File: src/rtl/vga_frame_colour_gen_if.sv
// Video/keyboard bundle for vga_frame_colour_gen.
// master : keyboard side drives key_valid/key_code, observes the video outputs.
// slave  : the generator receives key_valid/key_code, drives sync, blanking,
//          coordinates, frame marker, colour channels and the applied mode.
interface vga_frame_colour_gen_if #(
  parameter int CNT_W   = 11,
  parameter int COLOR_W = 8
);
  logic               key_valid;
  logic [7:0]         key_code;
  logic               h_sync;
  logic               v_sync;
  logic               blank_n;
  logic               sync_n;
  logic               de;
  logic [CNT_W-1:0]   x;
  logic [CNT_W-1:0]   y;
  logic               frame_start;
  logic [COLOR_W-1:0] red;
  logic [COLOR_W-1:0] green;
  logic [COLOR_W-1:0] blue;
  logic [2:0]         mode;

  modport master (
    output key_valid, key_code,
    input  h_sync, v_sync, blank_n, sync_n, de, x, y, frame_start,
           red, green, blue, mode
  );

  modport slave (
    input  key_valid, key_code,
    output h_sync, v_sync, blank_n, sync_n, de, x, y, frame_start,
           red, green, blue, mode
  );
endinterface

File: src/rtl/vga_frame_colour_gen.sv
// Parametrised VGA timing generator with a keyboard-selected colour source.
// Ports:
//   pixel_clk : pixel clock
//   reset     : asynchronous, active-low
//   bus       : slave side of vga_frame_colour_gen_if
//               in : key_valid (one-cycle strobe), key_code (scan code)
//               out: h_sync, v_sync, blank_n, sync_n (tied 0), de (= blank_n),
//                    x, y (0 outside active video), frame_start (pixel 0,0),
//                    red, green, blue, mode (currently applied mode)
// Every output is registered one cycle after the counter state it decodes,
// so sync, enable, coordinates and colour leave the block mutually aligned.
module vga_frame_colour_gen #(
  parameter int H_ACT   = 640,
  parameter int H_FP    = 16,
  parameter int H_SYNC  = 96,
  parameter int H_BP    = 48,
  parameter int V_ACT   = 480,
  parameter int V_FP    = 10,
  parameter int V_SYNC  = 2,
  parameter int V_BP    = 33,
  parameter bit HS_POL  = 1'b0,
  parameter bit VS_POL  = 1'b0,
  parameter int CNT_W   = 11,
  parameter int COLOR_W = 8
) (
  input logic                 pixel_clk,
  input logic                 reset,
  vga_frame_colour_gen_if.slave bus
);

  localparam logic [CNT_W-1:0] H_LAST   = CNT_W'(H_ACT + H_FP + H_SYNC + H_BP - 1);
  localparam logic [CNT_W-1:0] V_LAST   = CNT_W'(V_ACT + V_FP + V_SYNC + V_BP - 1);
  localparam logic [CNT_W-1:0] H_ACT_C  = CNT_W'(H_ACT);
  localparam logic [CNT_W-1:0] V_ACT_C  = CNT_W'(V_ACT);
  localparam logic [CNT_W-1:0] HS_START = CNT_W'(H_ACT + H_FP);
  localparam logic [CNT_W-1:0] HS_END   = CNT_W'(H_ACT + H_FP + H_SYNC);
  localparam logic [CNT_W-1:0] VS_START = CNT_W'(V_ACT + V_FP);
  localparam logic [CNT_W-1:0] VS_END   = CNT_W'(V_ACT + V_FP + V_SYNC);
  localparam logic [CNT_W-1:0] BAR_LAST = CNT_W'(H_ACT / 8 - 1);

  localparam logic [2:0] M_BLACK = 3'd0;
  localparam logic [2:0] M_RED   = 3'd1;
  localparam logic [2:0] M_GREEN = 3'd2;
  localparam logic [2:0] M_BLUE  = 3'd3;
  localparam logic [2:0] M_WHITE = 3'd4;
  localparam logic [2:0] M_BARS  = 3'd5;

  // Returns {recognised, mode}; unrecognised codes come back with bit 3 clear.
  function automatic logic [3:0] decode_key(input logic [7:0] code);
    case (code)
      8'h72:   return {1'b1, M_RED};
      8'h67:   return {1'b1, M_GREEN};
      8'h62:   return {1'b1, M_BLUE};
      8'h77:   return {1'b1, M_WHITE};
      8'h6B:   return {1'b1, M_BLACK};
      8'h70:   return {1'b1, M_BARS};
      default: return 4'b0000;
    endcase
  endfunction

  // Colour for an active pixel as {red, green, blue}. In BARS mode the bar
  // index bits map straight onto the three channels.
  function automatic logic [3*COLOR_W-1:0] pixel_colour(input logic [2:0] m,
                                                        input logic [2:0] idx);
    logic [COLOR_W-1:0] ones;
    logic [COLOR_W-1:0] zero;
    ones = '1;
    zero = '0;
    case (m)
      M_RED:   return {ones, zero, zero};
      M_GREEN: return {zero, ones, zero};
      M_BLUE:  return {zero, zero, ones};
      M_WHITE: return {ones, ones, ones};
      M_BARS:  return {{COLOR_W{idx[2]}}, {COLOR_W{idx[1]}}, {COLOR_W{idx[0]}}};
      default: return {zero, zero, zero};
    endcase
  endfunction

  logic [CNT_W-1:0] h_cnt;
  logic [CNT_W-1:0] v_cnt;
  logic [CNT_W-1:0] bar_cnt;
  logic [2:0]       bar_idx;
  logic [2:0]       mode_q;
  logic [2:0]       pending_q;
  logic             line_end;
  logic             frame_end;
  logic [3:0]       key_dec;

  assign line_end  = (h_cnt == H_LAST);
  assign frame_end = line_end && (v_cnt == V_LAST);
  assign key_dec   = decode_key(bus.key_code);

  // ---- stage p0: counters, bar tracking, mode registers ----
  always_ff @(posedge pixel_clk or negedge reset) begin
    if (!reset) begin
      h_cnt     <= '0;
      v_cnt     <= '0;
      bar_cnt   <= '0;
      bar_idx   <= '0;
      mode_q    <= M_BLACK;
      pending_q <= M_BLACK;
    end else begin
      if (line_end) begin
        h_cnt   <= '0;
        v_cnt   <= (v_cnt == V_LAST) ? '0 : v_cnt + CNT_W'(1);
        bar_cnt <= '0;
        bar_idx <= '0;
      end else begin
        h_cnt <= h_cnt + CNT_W'(1);
        // Bar index steps every BAR_W pixels by a running count instead of
        // dividing h_cnt; pixels past the eighth bar stay in bar 7.
        if (bar_cnt == BAR_LAST) begin
          bar_cnt <= '0;
          if (bar_idx != 3'd7) bar_idx <= bar_idx + 3'd1;
        end else begin
          bar_cnt <= bar_cnt + CNT_W'(1);
        end
      end
      // Apply on the last pixel of the frame so the change shows from (0,0).
      // A key arriving on that same cycle only lands in pending.
      if (frame_end) mode_q <= pending_q;
      if (bus.key_valid && key_dec[3]) pending_q <= key_dec[2:0];
    end
  end

  logic                   vld_p0;
  logic [3*COLOR_W-1:0]   colour_p0;

  assign vld_p0    = (h_cnt < H_ACT_C) && (v_cnt < V_ACT_C);
  assign colour_p0 = vld_p0 ? pixel_colour(mode_q, bar_idx) : '0;

  logic                 h_sync_p1;
  logic                 v_sync_p1;
  logic                 vld_p1;
  logic [CNT_W-1:0]     x_p1;
  logic [CNT_W-1:0]     y_p1;
  logic                 frame_start_p1;
  logic [3*COLOR_W-1:0] colour_p1;

  // ---- stage p1: registered video outputs ----
  always_ff @(posedge pixel_clk or negedge reset) begin
    if (!reset) begin
      h_sync_p1      <= ~HS_POL;
      v_sync_p1      <= ~VS_POL;
      vld_p1         <= 1'b0;
      x_p1           <= '0;
      y_p1           <= '0;
      frame_start_p1 <= 1'b0;
      colour_p1      <= '0;
    end else begin
      h_sync_p1      <= (h_cnt >= HS_START && h_cnt < HS_END) ? HS_POL : ~HS_POL;
      v_sync_p1      <= (v_cnt >= VS_START && v_cnt < VS_END) ? VS_POL : ~VS_POL;
      vld_p1         <= vld_p0;
      x_p1           <= vld_p0 ? h_cnt : '0;
      y_p1           <= vld_p0 ? v_cnt : '0;
      frame_start_p1 <= (h_cnt == '0) && (v_cnt == '0);
      colour_p1      <= colour_p0;
    end
  end

  assign bus.h_sync      = h_sync_p1;
  assign bus.v_sync      = v_sync_p1;
  assign bus.blank_n     = vld_p1;
  assign bus.de          = vld_p1;
  assign bus.sync_n      = 1'b0;
  assign bus.x           = x_p1;
  assign bus.y           = y_p1;
  assign bus.frame_start = frame_start_p1;
  assign bus.red         = colour_p1[3*COLOR_W-1:2*COLOR_W];
  assign bus.green       = colour_p1[2*COLOR_W-1:COLOR_W];
  assign bus.blue        = colour_p1[COLOR_W-1:0];
  assign bus.mode        = mode_q;

endmodule
File: src/flat_wrapper.sv
// flat-port wrapper written by rule: the top's interface ports become plain ports
module vga_frame_colour_gen_flat 
#(
  parameter int H_ACT   = 640,
  parameter int H_FP    = 16,
  parameter int H_SYNC  = 96,
  parameter int H_BP    = 48,
  parameter int V_ACT   = 480,
  parameter int V_FP    = 10,
  parameter int V_SYNC  = 2,
  parameter int V_BP    = 33,
  parameter bit HS_POL  = 1'b0,
  parameter bit VS_POL  = 1'b0,
  parameter int CNT_W   = 11,
  parameter int COLOR_W = 8
)
  (pixel_clk, reset, bus_key_valid, bus_key_code, bus_h_sync, bus_v_sync, bus_blank_n, bus_sync_n, bus_de, bus_x, bus_y, bus_frame_start, bus_red, bus_green, bus_blue, bus_mode);
  vga_frame_colour_gen_if #(.CNT_W(CNT_W), .COLOR_W(COLOR_W)) bus_i ();
  input logic pixel_clk;
  input logic reset;
  input wire logic [$bits(bus_i.key_valid)-1:0] bus_key_valid;
  input wire logic [$bits(bus_i.key_code)-1:0] bus_key_code;
  output wire logic [$bits(bus_i.h_sync)-1:0] bus_h_sync;
  output wire logic [$bits(bus_i.v_sync)-1:0] bus_v_sync;
  output wire logic [$bits(bus_i.blank_n)-1:0] bus_blank_n;
  output wire logic [$bits(bus_i.sync_n)-1:0] bus_sync_n;
  output wire logic [$bits(bus_i.de)-1:0] bus_de;
  output wire logic [$bits(bus_i.x)-1:0] bus_x;
  output wire logic [$bits(bus_i.y)-1:0] bus_y;
  output wire logic [$bits(bus_i.frame_start)-1:0] bus_frame_start;
  output wire logic [$bits(bus_i.red)-1:0] bus_red;
  output wire logic [$bits(bus_i.green)-1:0] bus_green;
  output wire logic [$bits(bus_i.blue)-1:0] bus_blue;
  output wire logic [$bits(bus_i.mode)-1:0] bus_mode;
  assign bus_i.key_valid = bus_key_valid;
  assign bus_i.key_code = bus_key_code;
  assign bus_h_sync = bus_i.h_sync;
  assign bus_v_sync = bus_i.v_sync;
  assign bus_blank_n = bus_i.blank_n;
  assign bus_sync_n = bus_i.sync_n;
  assign bus_de = bus_i.de;
  assign bus_x = bus_i.x;
  assign bus_y = bus_i.y;
  assign bus_frame_start = bus_i.frame_start;
  assign bus_red = bus_i.red;
  assign bus_green = bus_i.green;
  assign bus_blue = bus_i.blue;
  assign bus_mode = bus_i.mode;
  vga_frame_colour_gen #(.H_ACT(H_ACT), .H_FP(H_FP), .H_SYNC(H_SYNC), .H_BP(H_BP), .V_ACT(V_ACT), .V_FP(V_FP), .V_SYNC(V_SYNC), .V_BP(V_BP), .HS_POL(HS_POL), .VS_POL(VS_POL), .CNT_W(CNT_W), .COLOR_W(COLOR_W)) u_core (.pixel_clk(pixel_clk), .reset(reset), .bus(bus_i));
endmodule
File: config.mk
export PLATFORM = sky130hd
export DESIGN_NAME = vga_frame_colour_gen_flat
export DESIGN_NICKNAME = d
export VERILOG_FILES = /design/src/rtl/vga_frame_colour_gen_if.sv /design/src/rtl/vga_frame_colour_gen.sv /design/src/flat_wrapper.sv
export SDC_FILE = /design/constraint.sdc
export NUM_CORES = 1
export LEC_CHECK = 0
export CAP_MARGIN = 0
export CORE_MARGIN = 10
export CORE_UTILIZATION = 40
export DETAILED_ROUTE_END_ITERATION = 7
export SYNTH_ARGS = -nofsm -noshare
export SYNTH_HDL_FRONTEND = slang
export SYNTH_SLANG_ARGS = --single-unit
File: constraint.sdc
create_clock -name pixel_clk -period 2.2 [get_ports pixel_clk]
set_input_delay 0.22 -clock pixel_clk [delete_from_list [all_inputs] [get_ports pixel_clk]]
set_output_delay 0.22 -clock pixel_clk [all_outputs]
set_load 0.02 [all_outputs]
# [Yosys cells after proc, flatten, opt, wreduce, memory -nomap -nowiden]
# Index checks and enable logic that the tools add are counted.
[totals] reg_bits=92 input_bits=11 output_inout_bits=55 elab_cells=63
[op_classes] addsub=4 n_lt_le_gt_ge=6 n_eq_ne=15 muxes=14 n_reduce_logical=11
[ops] cell="case mux 24 bit (5 select lines)" count=1
[ops] cell="two-way mux 11 bit" count=6
[ops] cell="== test 8 x 7 -> 1 bit, second input constant" count=6
[ops] cell="adder 11 x 1 -> 11 bit, second input constant" count=3
[ops] cell="two-way mux 24 bit" count=1
[ops] cell="case mux 4 bit (6 select lines)" count=1
[ops] cell="== test 11 x 10 -> 1 bit, second input constant" count=2
[ops] cell="zero test 11 bit" count=2
[ops] cell="less-than comparator 11 x 10 -> 1 bit, second input constant" count=2
[ops] cell="less-than comparator 11 x 9 -> 1 bit, second input constant" count=2
[ops] cell="== test 11 x 7 -> 1 bit, second input constant" count=1
[ops] cell=">= comparator 11 x 10 -> 1 bit, second input constant" count=1
[ops] cell=">= comparator 11 x 9 -> 1 bit, second input constant" count=1
[ops] cell="two-way mux 3 bit" count=3
[ops] cell="== test 3 x 2 -> 1 bit, second input constant" count=2
[ops] cell="== test 3 bit, second input constant" count=2
[ops] cell="logical AND 1 bit" count=6
[ops] cell="nonzero test 2 bit" count=2
[ops] cell="adder 3 x 1 -> 3 bit, second input constant" count=1
[ops] cell="== test 3 x 1 -> 1 bit, second input constant" count=1
[ops] cell="!= test 3 bit, second input constant" count=1
[ops] cell="two-way mux 1 bit" count=2
[ops] cell="AND reduction 2 bit" count=1

# [Logic depth before layout (Yosys ltp)]
# Gate-level depths: netlist of the first run.
[logic_depth] ltp_word=4 ltp_mapped=6

# [Least setup slack after synthesis of the first run]
# Ideal clock, no wire load.
[synth_path] path_kind="register to register" startpoint="register u_core.h_cnt[0]" endpoint="register u_core.v_cnt[9]" setup_time_ns=0.082 arrival_time_ns=1.776 required_time_ns=2.118 setup_slack_ns=0.342 path_stages_with_launch=6 synth_period_minus_slack_ns=1.858 path_cell_list="dfrtp_1 -> ha_1 -> nand4_1 -> or4_4 -> o31a_1 -> a31oi_1"
[synth_between] elab_chain_len=1
[synth_lines] item="start: declaration" line="vga_frame_colour_gen.sv:79" text="logic [CNT_W-1:0] h_cnt;"
[synth_lines] item="start signal: assignment" line="vga_frame_colour_gen.sv:109" text="h_cnt <= h_cnt + CNT_W'(1);"
[synth_lines] item="== test 11 x 10 -> 1 bit" line="vga_frame_colour_gen.sv:89" text="assign line_end = (h_cnt == H_LAST);"
[synth_lines] item="end signal: assignment" line="vga_frame_colour_gen.sv:105" text="v_cnt <= (v_cnt == V_LAST) ? '0 : v_cnt + CNT_W'(1);"
[synth_lines] item="end: declaration" line="vga_frame_colour_gen.sv:80" text="logic [CNT_W-1:0] v_cnt;"
# Every way passes these cells.
# A chain may end at the register's enable or synchronous reset.

# [Worst setup path in the final report of the first run]
[layout_path] startpoint="register u_core.h_cnt[0]" endpoint="register u_core.mode_q[2] (netlist: u_core.bus.mode[2])"
[layout_between] elab_chain_len=2
[layout_lines] item="== test 11 x 10 -> 1 bit" line="vga_frame_colour_gen.sv:89"
[layout_lines] item="logical AND 1 bit" line="vga_frame_colour_gen.sv:90" text="assign frame_end = line_end && (v_cnt == V_LAST);"
[layout_lines] item="end signal: assignment" line="vga_frame_colour_gen.sv:121" text="if (frame_end) mode_q <= pending_q;"
[layout_lines] item="end: declaration" line="vga_frame_colour_gen.sv:83" text="logic [2:0] mode_q;"
# Every way passes these cells.

==> results of run 1 <==
==> power breakdown <==
group | internal (mW) | total [mW] | switching, mW
clock network | 0.551 | 1.02 | 0.469
registers | 1.31 | 1.32 | 0.00353
logic | 0.0353 | 0.0797 | 0.0444
==> stage by stage <==
step / setup WS (ps) / cells / utilization [%] / instance area [um2] / hold slack, ps
2_1_floorplan: 342 / 312 / - / 3330 / -75.6
3_3_place_gp: 245 / 460 / 49.0 / 3980 / 247
3_5_place_dp: 176 / 460 / 49.0 / 3980 / 259
4_1_cts: 154 / 477 / 51.5 / 4190 / 415
5_1_grt: 15.2 / 478 / 51.6 / 4200 / 444
6_report: 187 / 478 / 51.6 / 4200 / 400
==> layer usage <==
| metal | vias up | routed length, um |
|---|---|---|
| li1 | 1131 | - |
| met1 | 1131 | 3090 |
| met2 | 53 | 3370 |
| met3 | 9 | 384 |
| met4 | 0 | 116 |
| met5 | - | 0 |
==> how the worst max path moves through the flow <==
stage	start	endpoint	slack, ps	cells past startpoint
2_1_floorplan	u_core.h_cnt[0]$_DFF_PN0_	u_core.v_cnt[9]$_DFFE_PN0N_	340	5
3_3_place_gp	u_core.h_cnt[0]$_DFF_PN0_	u_core.v_cnt[9]$_DFFE_PN0N_	250	5
3_5_place_dp	u_core.h_cnt[0]$_DFF_PN0_	u_core.bar_cnt[6]$_DFF_PN0_	180	5
4_1_cts	u_core.h_cnt[0]$_DFF_PN0_	u_core.v_cnt[9]$_DFFE_PN0N_	150	5
5_1_grt	u_core.h_cnt[0]$_DFF_PN0_	u_core.bus.mode[1]$_DFFE_PN0P_	20	6
6_report	u_core.h_cnt[0]$_DFF_PN0_	u_core.bus.mode[2]$_DFFE_PN0P_	190	6
==> Yosys cell counts, types with 2 or more instances <==
cell,count
sky130_fd_sc_hd__a21oi_1,6
sky130_fd_sc_hd__a22o_1,2
sky130_fd_sc_hd__and2_1,19
sky130_fd_sc_hd__and3_1,6
sky130_fd_sc_hd__buf_2,3
sky130_fd_sc_hd__buf_4,24
sky130_fd_sc_hd__clkbuf_1,4
sky130_fd_sc_hd__dfrtp_1,69
sky130_fd_sc_hd__dfstp_2,2
sky130_fd_sc_hd__ha_1,7
sky130_fd_sc_hd__inv_1,12
sky130_fd_sc_hd__mux2_2,5
sky130_fd_sc_hd__mux2i_1,3
sky130_fd_sc_hd__nand2_1,14
sky130_fd_sc_hd__nand2b_1,2
sky130_fd_sc_hd__nand3_1,17
sky130_fd_sc_hd__nand4_1,4
sky130_fd_sc_hd__nand4b_1,3
sky130_fd_sc_hd__nor2_1,29
sky130_fd_sc_hd__nor2b_1,4
sky130_fd_sc_hd__nor3_1,9
sky130_fd_sc_hd__nor3b_1,4
sky130_fd_sc_hd__nor4_1,5
sky130_fd_sc_hd__nor4b_1,4
sky130_fd_sc_hd__o21ai_0,7
sky130_fd_sc_hd__or3_1,3
sky130_fd_sc_hd__xnor2_1,13
sky130_fd_sc_hd__xor2_1,11
==> cell families (layout without fill, tap and decap cells) <==
logic type | count (synthesis) | after routing | share of synthesized area [%]
simple gates | 132 | 132 | 22.4
flops | 71 | 71 | 53.6
buf+inv | 44 | 105 | 8.03
xor+xnor | 24 | 24 | 6.33
compound gates | 22 | 22 | 4.22
mux | 8 | 8 | 2.60
fa+ha+maj | 7 | 7 | 2.64
other cells | 1 | 4 | 0.113
==> cell type report <==
| class | count | area share [%] |
|---|---|---|
| clock buffers | 12 | 3.46 |
| clock inverters | 4 | 1.13 |
| inverters | 12 | 1.07 |
| multi-input cells | 197 | 30.7 |
| flip-flops and latches | 71 | 42.4 |
| well taps | 105 | 3.13 |
| repair buffers | 77 | 18.1 |
==> sequential cells by signal, summed over array words and instances (netlist names), 3 cells and up <==
name / flops
u_core.colour_p1: 3
u_core.h_cnt: 11
u_core.bus.mode: 3
u_core.pending_q: 3
u_core.v_cnt: 11
u_core.bar_cnt: 11
u_core.bar_idx: 3
u_core.bus.x: 11
u_core.bus.y: 11
==> placed cells by master, fill, tap and decap left out, types with 9 or more instances in the layout <==
cell type | netlist | layout
sky130_fd_sc_hd__and2_1 | 19 | 19
sky130_fd_sc_hd__buf_4 | 24 | 10
sky130_fd_sc_hd__clkbuf_8 | 0 | 10
sky130_fd_sc_hd__clkdlybuf4s50_1 | 0 | 63
sky130_fd_sc_hd__dfrtp_1 | 69 | 69
sky130_fd_sc_hd__inv_1 | 12 | 12
sky130_fd_sc_hd__nand2_1 | 14 | 14
sky130_fd_sc_hd__nand3_1 | 17 | 17
sky130_fd_sc_hd__nor2_1 | 29 | 29
sky130_fd_sc_hd__nor3_1 | 9 | 9
sky130_fd_sc_hd__xnor2_1 | 13 | 13
sky130_fd_sc_hd__xor2_1 | 11 | 11
==> what timing repair did <==
| action | in CTS | in global routing |
|---|---|---|
| endpoints found under the hold margin | 21 | 0 |
| gates resized for setup | 0 | 1 |
| setup buffers | 0 | 1 |
| hold buffers | 1 | 0 |
| endpoints found under the setup margin | 0 | 5 |
==> results.rst, run 1 <==
.. list-table::
   :header-rows: 1

   * - Metric
     - Value
   * - Pin count of the biggest net entering global routing
     - 26
   * - Critical path data required time
     - 2430 ps
   * - Combined area of the multi-input logic cells
     - 1290 um2
   * - Half-perimeter wire length after placement
     - 5250 um
   * - Flip-flop and latch count after synthesis
     - 71
   * - Total Die Area
     - 12300 um2
   * - Die Ht
     - 111 um
   * - Worst-margin pin slew
     - 760 ps
   * - Shortest period the worst path allows
     - 2010 ps
   * - Highest clock frequency the design can meet
     - 497 MHz
   * - Clock sink total
     - 71
   * - Setup skew after layout
     - 11.2 ps
   * - Cell with the largest stage delay on the worst path
     - sky130_fd_sc_hd__dfrtp_1
   * - Met1 GRT Util
     - 14.8%
   * - Pleak
     - 1.83 nW
   * - Synthesized instance count
     - 309
   * - Iter 0 DRT Violations
     - 99
   * - Largest incremental delay on the critical path
     - 440 ps
   * - Highest ir drop seen on vdd
     - 0.314 mV
   * - Count of cells along the worst register-to-register path
     - 6
   * - First-pass GRT wire length
     - 12100 um
   * - Ys flop type
     - sky130_fd_sc_hd__dfrtp_1
   * - GRT met3 Usage
     - 4.17%
   * - Die width
     - 111 um
   * - Number of design rule violations left after detail routing
     - 0
   * - Total length of routed wires
     - 6960 um
   * - FF-to-FF setup slack
     - 190 ps
   * - CP Cell Sequence
     - ha_1 > nand4_1 > buf_4 > nor4_2 > nand2_1 > mux2_2
   * - Setup CP Type
     - reg -> reg
   * - Power per cell area
     - 576 nW/um2
   * - Clock slew seen by the registers of the worst setup and hold paths
     - 80 ps
   * - Vias per cell
     - 4.86
   * - Sequential element share of the synthesized area
     - 53.6%
   * - Clock insertion delay at the later pin of the skew report
     - 350 ps
   * - Family of cells with the greatest summed delay on the critical path
     - simple AND/OR/NAND/NOR gates
   * - Share of synthesized registers carrying an async set or reset
     - 100%
   * - Reg-to-reg critical path startpoint
     - u_core.h_cnt[0]$_DFF_PN0_
   * - Post-route total power
     - 2.42 mW
   * - Number of antenna violations at the first check in global routing
     - 0
   * - Total congestion overflow after global routing
     - 0
   * - Number of H-tree levels
     - 3
   * - CTS tree
     - yes
   * - DRT Pass-1 Iters
     - 4
   * - Maximum fanout count along the critical path
     - 7
   * - Number of global-route vias before repair
     - 2341
   * - Final setup viols
     - 0
   * - Number of buffers created by CTS
     - 9
   * - Number of cell rows
     - 33
   * - Initial Utilization
     - 40.8%
   * - Number of buffer and inverter instances along the worst setup path
     - 1
   * - Worst setup SP type
     - register
   * - Area fraction of the dominant cell type after synthesis
     - 52.0%
   * - Endpoint of the lowest-slack register-to-register path
     - u_core.bus.mode[2]$_DFFE_PN0P_
   * - Relative max-transition margin
     - 49.0%
   * - Setup repair after global routing missed its margin
     - false
   * - Library cell occupying the most area in the post-synthesis netlist
     - sky130_fd_sc_hd__dfrtp_1
   * - Signed area change from the synthesized netlist to the final layout
     - 26.5%
   * - Hold Violations, Final
     - 0
   * - Total via count after detailed routing
     - 2324
   * - Global routing usage summed across all routing layers
     - 11.8%
   * - Max-slew violations
     - 0
   * - Synth Cell Area
     - 3320 um2
   * - Antenna Violating Nets Remaining
     - 0
   * - Yosys cell types
     - 46
   * - Share of the clock period used by the worst path after layout
     - 91.5%
   * - Cell at the root of the clock tree
     - sky130_fd_sc_hd__clkbuf_8
   * - Type of destination of the critical path
     - register
   * - Post-synth EDFFs
     - 0
   * - M2 GR Usage
     - 18.0%
   * - Post-detailed-route wirelength per cell
     - 14.6 um
   * - Number of buffers on the longest clock path
     - 2
   * - Outcome
     - finished, final reports clean
   * - Share of post-route cells with drive strength above 1
     - 11.3%
   * - Number of I/O pins
     - 66
   * - Number of filler cells placed in the layout
     - 717
   * - Number of input and output port buffers inserted
     - 64
   * - Total inserted antenna cells
     - 0
   * - Min-delay worst type
     - in -> async
   * - Critical path arrival
     - 2240 ps
   * - Final weighted congestion of routability-driven global placement
     - 0.826
   * - Core Region
     - 8130 um2
   * - Most heavily used metal layer in global routing
     - met2
   * - Register Area
     - 1780 um2
   * - Max-cap viol count
     - 0
   * - Total number of yosys warnings
     - 0
   * - Cells taking the most area after synthesis
     - sky130_fd_sc_hd__dfrtp_1 52%, sky130_fd_sc_hd__buf_4 5.4%, sky130_fd_sc_hd__and2_1 3.6%
   * - Final-stage net count
     - 386
   * - Final sum of negative setup slack
     - 0 ps
   * - Average instance area after synthesis
     - 10.7 um2
(Power assumes the default switching activity.)
==> run 2: changes to the inputs <==
--- a/config.mk
+++ b/config.mk
@@ -9,6 +9,8 @@
 export CORE_MARGIN = 10
 export CORE_UTILIZATION = 40
 export DETAILED_ROUTE_END_ITERATION = 7
+export HOLD_SLACK_MARGIN = 0.06
+export MAX_ROUTING_LAYER = met4
 export SYNTH_ARGS = -nofsm -noshare
 export SYNTH_HDL_FRONTEND = slang
 export SYNTH_SLANG_ARGS = --single-unit
==> results.rst, run 2 (synthesis results as in run 1) <==
.. list-table::
   :header-rows: 1

   * - Metric
     - Value
   * - Outcome
     - finished, final reports clean (unchanged)
   * - Clock insertion delay at the later pin of the skew report
     - 350 ps (about the same)
   * - Total via count after detailed routing
     - 2323 (was 2324)
   * - Family of cells with the greatest summed delay on the critical path
     - simple AND/OR/NAND/NOR gates (unchanged)
   * - Setup skew after layout
     - 9.42 ps (was 11.2 ps)
   * - Setup CP Type
     - reg -> reg (unchanged)
   * - Number of global-route vias before repair
     - 2346 (was 2341)
   * - Relative max-transition margin
     - 48.4% (was 49.0%)
   * - Worst setup path start
     - u_core.h_cnt[0]$_DFF_PN0_ (unchanged)
   * - Iter 0 DRT Violations
     - 102 (was 99)
   * - Number of input and output port buffers inserted
     - 64 (unchanged)
   * - Total congestion overflow after global routing
     - 0 (unchanged)
   * - Core Region
     - 8130 um2 (unchanged)
   * - CP Cell Sequence
     - ha_1 > nand4_1 > buf_4 > nor4_2 > nand2_1 > mux2_2 (unchanged)
   * - Worst-margin pin slew
     - 770 ps (was 760 ps)
   * - Final sum of negative setup slack
     - 0 ps (unchanged)
   * - Clock slew seen by the registers of the worst setup and hold paths
     - 70 ps (was 80 ps)
   * - Shortest period the worst path allows
     - 2010 ps (about the same)
   * - Cell with the largest stage delay on the worst path
     - sky130_fd_sc_hd__dfrtp_1 (unchanged)
   * - CTS tree
     - yes (unchanged)
   * - Type of destination of the critical path
     - register (unchanged)
   * - Antenna Violating Nets Remaining
     - 0 (unchanged)
   * - Final weighted congestion of routability-driven global placement
     - 0.839 (was 0.826)
   * - Post-route cell area
     - 4200 um2 (unchanged)
   * - Initial Utilization
     - 40.8% (unchanged)
   * - Number of H-tree levels
     - 3 (unchanged)
   * - Post-detailed-route wirelength per cell
     - 14.5 um (was 14.6 um)
   * - Power per cell area
     - 575 nW/um2 (was 576 nW/um2)
   * - Highest clock frequency the design can meet
     - 498 MHz (was 497 MHz)
   * - Total inserted antenna cells
     - 0 (unchanged)
   * - Total length of routed wires
     - 6940 um (was 6960 um)
   * - Number of cell rows
     - 33 (unchanged)
   * - Share of the clock period used by the worst path after layout
     - 91.3% (was 91.5%)
   * - Die width
     - 111 um (unchanged)
   * - Number of design rule violations left after detail routing
     - 0 (unchanged)
   * - Final worst hold slack
     - 403 ps (was 400 ps)
   * - Pin count of the biggest net entering global routing
     - 26 (unchanged)
   * - Vias per cell
     - 4.86 (about the same)
   * - Number of I/O pins
     - 66 (unchanged)
   * - Highest ir drop seen on vdd
     - 0.315 mV (was 0.314 mV)
   * - Final setup viols
     - 0 (unchanged)
   * - Placement-stage cell area
     - 3980 um2 (unchanged)
   * - Number of antenna violations at the first check in global routing
     - 0 (unchanged)
   * - Worst setup SP type
     - register (unchanged)
   * - Half-perimeter wire length after placement
     - 5250 um (unchanged)
   * - Max-slew violations
     - 0 (unchanged)
   * - Maximum fanout count along the critical path
     - 7 (unchanged)
   * - Commonest cells after routing, fill and taps aside
     - 69 x sky130_fd_sc_hd__dfrtp_1, 63 x sky130_fd_sc_hd__clkdlybuf4s50_1, 29 x sky130_fd_sc_hd__nor2_1 (unchanged)
   * - Critical path data required time
     - 2430 ps (about the same)
   * - Signed area change from the synthesized netlist to the final layout
     - 26.5% (unchanged)
   * - Cell at the root of the clock tree
     - sky130_fd_sc_hd__clkbuf_8 (unchanged)
   * - Reg-to-reg critical path startpoint
     - u_core.h_cnt[0]$_DFF_PN0_ (unchanged)
   * - Global routing usage summed across all routing layers
     - 12.1% (was 11.8%)
   * - First-pass GRT wire length
     - 12100 um (about the same)
   * - Largest incremental delay on the critical path
     - 440 ps (about the same)
   * - Hold Violations, Final
     - 0 (unchanged)
   * - Number of buffers on the longest clock path
     - 2 (unchanged)
   * - Setup repair after global routing missed its margin
     - false (unchanged)
   * - Leading cell type in the layout, fill and taps excluded
     - sky130_fd_sc_hd__dfrtp_1 (unchanged)
   * - Total Die Area
     - 12300 um2 (unchanged)
   * - Final-stage net count
     - 386 (unchanged)
   * - DRT Pass-1 Iters
     - 4 (unchanged)
   * - Pleak
     - 1.83 nW (unchanged)
   * - Post-route total power
     - 2.42 mW (about the same)
   * - Share of post-route cells with drive strength above 1
     - 11.3% (unchanged)
   * - Number of buffer and inverter instances along the worst setup path
     - 1 (unchanged)
   * - Number of buffers created by CTS
     - 9 (unchanged)
   * - Max-cap viol count
     - 0 (unchanged)
   * - Min-delay worst type
     - in -> async (unchanged)
   * - Die Ht
     - 111 um (unchanged)
   * - Clock sink total
     - 71 (unchanged)
   * - Critical path arrival
     - 2240 ps (about the same)
[run 2: cell counts in the layout (fill, tap and decap cells not counted)]
Identical to the previous run, type by type.
[run 2: final timing paths]
path	end	slack, ps	depth (start not counted)
worst max-delay path	u_core.bus.mode[2]$_DFFE_PN0P_	190	6
worst min-delay path	u_core.bus.y[9]$_DFF_PN0_	400	2
worst max register to register	u_core.bus.mode[2]$_DFFE_PN0P_	190	6
worst min register to register	u_core.bar_cnt[0]$_DFF_PN0_	480	1
max in group asynchronous	u_core.bus.v_sync$_DFF_PN1_	1180	3
min in group pixel_clk	u_core.bar_cnt[0]$_DFF_PN0_	480	1
[run 2: power breakdown]
part | switching, mW | internal [mW] | leakage (nW)
Combinational | 0.0447 | 0.0353 | 0.799
Sequential | 0.00355 | 1.31 | 0.931
Clock | 0.467 | 0.551 | 0.0964
[run 2: repair_timing]
action,CTS,global route
gates resized for setup,0,1
buffers inserted,0,1
endpoints found under the hold margin,21,0
setup endpoints to repair,0,5
hold buffers,1,0
[run 2: per-stage QoR]
stage                     cells  setup WS, ps  utilization (%)
final                       478           192             51.6
after global routing        478          15.2             51.6
after CTS                   477           154             51.5
after detailed placement    460           176             49.0
after global placement      460           245             49.0
after floorplan             312           342                -
[run 2: cell type report]
class,instances,area [um2]
Sequential cell,71,1780
Multi-Input combinational cell,197,1290
Tap cell,105,131
Timing Repair Buffer,77,761
Clock buffer,12,145
Fill cell,717,3940
Clock inverter,4,47.5
Inverter,12,45.0
[run 2: metal layers]
metal	global-route usage, %	wire, um
met5	-	0
met4	4.80	116
met3	3.95	386
met2	18.0	3360
met1	15.0	3080
